File: src/rtl/down_counter.sv
// Loadable down counter with one-shot / auto-reload modes.
// A load strobe captures the period and mode, then enabled cycles count the
// period down. When the count leaves 1 the block raises a one-cycle terminal
// count pulse. Auto-reload then restarts from the captured period; one-shot
// parks in DONE with the count at zero.
module down_counter #(
   parameter int unsigned WIDTH = 8
) (
   input  logic             clk,
   input  logic             rst,       // active-low, asynchronous
   input  logic             en,
   input  logic             load,
   input  logic [WIDTH-1:0] load_val,
   input  logic             mode,      // 1 = auto-reload, 0 = one-shot
   output logic [WIDTH-1:0] q,
   output logic             tc,
   output logic             busy,
   output logic             done
);

   typedef enum logic [1:0] {
      IDLE = 2'd0,
      RUN  = 2'd1,
      DONE = 2'd2
   } state_t;

   localparam logic [WIDTH-1:0] ONE = WIDTH'(1);

   state_t           state_q,  state_d;
   logic [WIDTH-1:0] count_q,  count_d;
   logic [WIDTH-1:0] reload_q, reload_d;
   logic             mode_q,   mode_d;
   logic             tc_q,     tc_d;

   // State register: every piece of state clears immediately on reset.
   always_ff @(posedge clk or negedge rst) begin
      if (!rst) begin
         state_q  <= IDLE;
         count_q  <= '0;
         reload_q <= '0;
         mode_q   <= 1'b0;
         tc_q     <= 1'b0;
      end else begin
         state_q  <= state_d;
         count_q  <= count_d;
         reload_q <= reload_d;
         mode_q   <= mode_d;
         tc_q     <= tc_d;
      end
   end

   // Next-state logic: load wins over enable in every state; tc only on expiry.
   always_comb begin
      state_d  = state_q;
      count_d  = count_q;
      reload_d = reload_q;
      mode_d   = mode_q;
      tc_d     = 1'b0;

      if (load) begin
         reload_d = load_val;
         mode_d   = mode;
         count_d  = load_val;
         // A zero period has nothing to count, so it lands back in IDLE.
         state_d  = (load_val != '0) ? RUN : IDLE;
      end else begin
         unique case (state_q)
            RUN: begin
               if (en) begin
                  if (count_q > ONE) begin
                     count_d = count_q - ONE;
                  end else if (count_q == ONE) begin
                     tc_d = 1'b1;
                     if (mode_q) begin
                        count_d = reload_q;
                     end else begin
                        count_d = '0;
                        state_d = DONE;
                     end
                  end
                  // A zero count in RUN is unreachable; holding it avoids any
                  // chance of wrapping to all-ones.
               end
            end
            IDLE, DONE: begin
               count_d = '0;
            end
            default: begin
               state_d = IDLE;
               count_d = '0;
            end
         endcase
      end
   end

   // Output decode: status flags come straight from the registered state.
   always_comb begin
      q    = count_q;
      tc   = tc_q;
      busy = (state_q == RUN);
      done = (state_q == DONE);
   end

endmodule

File: config.mk
export PLATFORM = sky130hd
export DESIGN_NAME = down_counter
export DESIGN_NICKNAME = d
export VERILOG_FILES = /design/src/rtl/down_counter.sv
export SDC_FILE = /design/constraint.sdc
export NUM_CORES = 1
export LEC_CHECK = 0
export CAP_MARGIN = 15
export CORE_MARGIN = 2
export CORE_UTILIZATION = 40
export CTS_CLUSTER_SIZE = 25
export DETAILED_ROUTE_END_ITERATION = 6
export PLACE_DENSITY = 0.7
export RECOVER_POWER = 50
export SLEW_MARGIN = 20
export SYNTH_ARGS = -nofsm -noshare
export SYNTH_HDL_FRONTEND = slang
export SYNTH_SLANG_ARGS = --single-unit
export TNS_END_PERCENT = 30
File: constraint.sdc
create_clock -name clk -period 4.8 [get_ports clk]
set_input_delay 0.96 -clock clk [delete_from_list [all_inputs] [get_ports clk]]
set_output_delay 0.96 -clock clk [all_outputs]
set_load 0.05 [all_outputs]
-- Word-level counts from Yosys, hierarchy flattened
Cells that the tools add are included.
W data, S select, Z words.
- add/sub/neg operators: 1
- equal/unequal tests: 9
- mux-type cells: 18
- reductions and logical operators: 5
- magnitude comparators: 1
- operators with widths (operator ; count):
    $mux W8 ; 6
    $mux W2 ; 5
    $ne A3 B3 Y1 const B ; 3
    $eq A8 B1 Y1 const B ; 1
    $gt A8 B1 Y1 const B ; 1
    $reduce_bool A8 Y1 ; 1
    $sub A8 B1 Y8 const B ; 1
    $mux W1 ; 6
    $reduce_and A5 Y1 ; 1
    $ne A4 B2 Y1 const B ; 1
    $pmux W2 S2 ; 1
    $ne A3 B2 Y1 const B ; 1
    $eq A2 B1 Y1 const B ; 1
    $eq A2 B2 Y1 const B ; 1
    $logic_not A2 Y1 ; 1
    $ne A2 B2 Y1 const B ; 1
    $reduce_and A2 Y1 ; 1
    $reduce_or A2 Y1 ; 1
- logic and storage cells: 39
- register bits after elaboration: 20
- input bits: 13

-- Depth between registers and ports, before layout
- depth in word-level cells: 6
- depth in mapped cells: 8
- mapped depth without buffers: 6

-- Worst setup path after synthesis
No wires, ideal clock.
- path kind: register to register
- from: reg count_q[0], in the netlist q[0]
- to: reg count_q[7], in the netlist q[7]
- path slack: 2.610 ns
- library setup time: 0.092 ns
- data arrival time: 2.098 ns
- path buffers: 2
- period minus slack after synthesis: 2.190 ns
- cell stages (with the launch flop): 9
- cells stage by stage: dfrtp_1 inv_1 ha_1 clkbuf_1 or2_2 clkbuf_1 a21oi_1 and4b_1 o31ai_2
- word-level cells in the longest chain between the ends: 5
- ends and longest elaborated chain (item ; line ; source):
    start: declaration ; 30 ; logic [WIDTH-1:0] count_q, count_d;
    start signal: assignment ; 45 ; count_q <= count_d;
    $sub A8 B1 Y8 / $gt A8 B1 Y1 (equally long branches) ; 71, 70 ;
    $mux W8 ; 70 ; if (count_q > ONE) begin
    $mux W8 ; 69 ; if (en) begin
    $mux W8 ; 67 ; unique case (state_q)
    $mux W8 ; 60 ; if (load) begin
Parallel ways exist; a longest one is shown, timed or not. The select of a mux whose other input is x is not followed.
A chain may end at the register's enable or synchronous reset.

-- Worst setup path in the final report
- from: in load
- to: reg count_q[6], in the netlist q[6]
- word-level cells in the longest chain between the ends: 2
- ends and longest elaborated chain (item ; line ; source):
    start: declaration ; 12 ; input logic load,
    $ne A4 B2 Y1 (no line) / $ne A3 B3 Y1 (equally long branches) ; -- ;
    $reduce_and A2 Y1 (no line) ; -- ;
Parallel ways exist; a longest one is shown, timed or not.

==> results by group <==
Place
  – Post-Place Setup Slack: 1.59 ns
  – Gpl congestion: 0.840
  – DP HPWL: 2.34 mm
  – Port Buffers: 23

Routing
  – Initial DRC Count: 86
  – Top layer in use: met4
  – Pre-Repair DR Iteration Count: 4
  – Final WL: 3.30 mm
  – Wire per inst: 17.3 um
  – Met3 WL post-DR: 267 um
  – WL met1: 1.37 mm
  – Met2 WL post-DR: 1.61 mm
  – Detailed-route DRC error count: 0
  – Via density per instance: 6.26
  – ANT nets after route: 0
  – Total number of vias: 1195

Clock tree
  – Clock latency on the worst-skew pair: 0.30 ns
  – Clock buffer depth: 2
  – CTS root buffer: clkbuf_4
  – Clock Sinks: 20
  – H-tree levels: 1
  – Cts hold-fix bufs: 0
  – Post-CTS setup buffers: 0
  – Post-CTS sizing: 0
  – CTS tree: done
  – Num CTS Buffers: 3
  – Clk slew on worst S/H paths: 0.11 ns

Timing
  – Min Tclk post-route: 2.95 ns
  – Slew @ Worst Pin: 0.941 ns
  – Max-Slew Margin vs Limit: 0.370
  – Final setup viols: 0
  – Post-route setup TNS: 0 ns
  – Setup WS post-layout: 1.85 ns
  – Final Slew Violations: 0
  – Skew final: 0.00418 ns
  – F_max: 0.339 GHz
  – Final Cycle Share: 0.614
  – Fin. Hold Viols: 0
  – Unrepaired setup endpoints after global routing: no

Die
  – Core ar.: 3000 um2
  – Initial core utilization: 0.410
  – Io pins: 24
  – Die width: 59.5 um
  – Num rows: 20
  – Die footprint: 3540 um2
  – Die Ht: 59.5 um

GRT
  – Gr ovfl total: 0
  – First-pass GRT wire length: 5.55 mm
  – Total GRT Usage: 0.208
  – Largest net degree at the start of global routing: 23
  – Vias in the first global route: 1137
  – Initial antenna violation count: 0

Layout
  – Layout cells sized above 1: 0.108
  – Final core occ: 0.507
  – Layout area overhead: 23.6%
  – Final nets: 174
  – Diodes inserted: 0

Pwr
  – Peak supply drop: 0.000143 V
  – Power Dens Cells: 350 nW/um2
  – Leakage: 0.614 nW

Synth
  – Syn avg cell area: 8.93 um2
  – Syn nets: 153
  – Yosys reg bits: 20
  – Post-synth cell types: 44
  – Number of flops mapped to enable cells by yosys: 0
  – Synth warnings: 0
  – Seq/Total Area, Yosys: 0.406
  – Top FF cell, synth: dfrtp_1
  – Synth Cell Area: 1230 um2
  – Async SR Flop Fraction: 1.00
  – Synth Instances: 138

Worst setup path
  – Setup Crit Path Kind: input port to flip-flop
  – Required @ worst endpoint: 5.04 ns
  – Slowest CP cell: nor3b_1
  – WP buf/inv: 1
  – Worst setup SP type: input port
  – Crit. End Element: flip-flop
  – Worst R2R Setup Slack: 2.68 ns
  – CP Cell Sequence: dlygate4sd3_1 > nor3b_1 > o211ai_1 > a221oi_1 > a221o_1
  – Delay-heaviest family, CP: simple AND/OR/NAND/NOR gates
  – Critical path fanouts, max: 22
  – Largest stage delay, worst path: 0.80 ns
  – CP arrival: 3.19 ns

Job
  – Max-Cap Viols: 0

Min path
  – Worst min path class: flip-flop to flip-flop

Status
  – Status: complete, no violations
==> per-stage QoR <==
stage / instances / hold slack [ns] / cell area, um2 / power [mW]
after global routing: 191 / 0.544 / 1520 / 0.565
after CTS: 191 / 0.533 / 1520 / 0.537
after detailed placement: 187 / 0.503 / 1470 / 0.395
after floorplan: 138 / 0.481 / 1230 / 0.336
after global placement: 187 / 0.495 / 1470 / 0.393
final: 191 / 0.531 / 1520 / 0.533
==> path summary, 6_finish.rpt <==
kind | to | cells past startpoint | start
min in group asynchronous | state_q[0] | 1 | rst
max reg2reg | q[6] | 4 | q[5]
min reg2reg | reload_q[0] | 1 | reload_q[0]
min | reload_q[0] | 1 | reload_q[0]
max | q[6] | 5 | load
max in group asynchronous | reload_q[6] | 1 | rst
==> power by group <==
| part | internal, mW | leakage (nW) | switching (mW) |
|---|---|---|---|
| logic | 0.0674 | 0.340 | 0.111 |
| clock network | 0.0844 | 0.0279 | 0.0542 |
| registers | 0.186 | 0.245 | 0.0294 |
| total | 0.338 | 0.614 | 0.195 |
==> area by class of cell <==
| type | instances | area, um2 |
|---|---|---|
| Tap cell | 33 | 41.3 |
| Clock inverter | 1 | 30.0 |
| Timing Repair Buffer | 23 | 230 |
| Multi-Input combinational cell | 98 | 649 |
| Inverter | 13 | 48.8 |
| Sequential cell | 20 | 500 |
| Clock buffer | 3 | 22.5 |
| Fill cell | 298 | 1480 |
==> per-layer routing <==
metal / GRT usage / vias to the layer above
met5: 0 / -
met4: 0.0762 / 0
met3: 0.0197 / 6
met2: 0.320 / 64
met1: 0.305 / 573
li1: - / 552
==> cells in the final DEF (no fill, tap or decap), drive strengths merged, types with 3 or more instances in the layout <==
cell,n
clkdlybuf4s50,21
dfrtp,20
nand2,14
inv,13
o21ai,13
nor2,8
a31oi,7
nor4,5
nor3,5
nor2b,3
nand4,3
nand3,3
clkbuf,3
or4,3
==> synthesized netlist by cell type, types with 2 or more instances <==
master | count | area share
o2bb2ai_1 | 2 | 0.014
dfrtp_1 | 20 | 0.41
nor2b_1 | 3 | 0.015
nor3_1 | 4 | 0.016
a31oi_1 | 7 | 0.036
a21oi_1 | 2 | 0.0081
ha_1 | 2 | 0.020
nor4_1 | 4 | 0.020
inv_1 | 13 | 0.040
o21ai_0 | 13 | 0.053
nand2_1 | 14 | 0.043
o211ai_1 | 2 | 0.012
a32oi_1 | 2 | 0.014
or4_1 | 2 | 0.012
mux2_2 | 2 | 0.018
clkbuf_1 | 6 | 0.018
or2_2 | 2 | 0.010
nand4_1 | 3 | 0.015
nand3_1 | 3 | 0.012
nor2_1 | 8 | 0.024
==> sequential cells by signal, summed over array words and instances (netlist names) <==
name	flops
mode_q	1
q	8
reload_q	8
state_q	2
tc	1
==> cells by family after synthesis <==
kind of cell | after synthesis | synth area share
compound gates | 40 | 0.236
xor+xnor | 1 | 0.00711
fa+ha+maj | 2 | 0.0203
buf+inv | 20 | 0.0670
flops | 20 | 0.406
mux | 2 | 0.0183
simple gates | 53 | 0.246
Note: power is estimated with default switching activity, not from simulation.
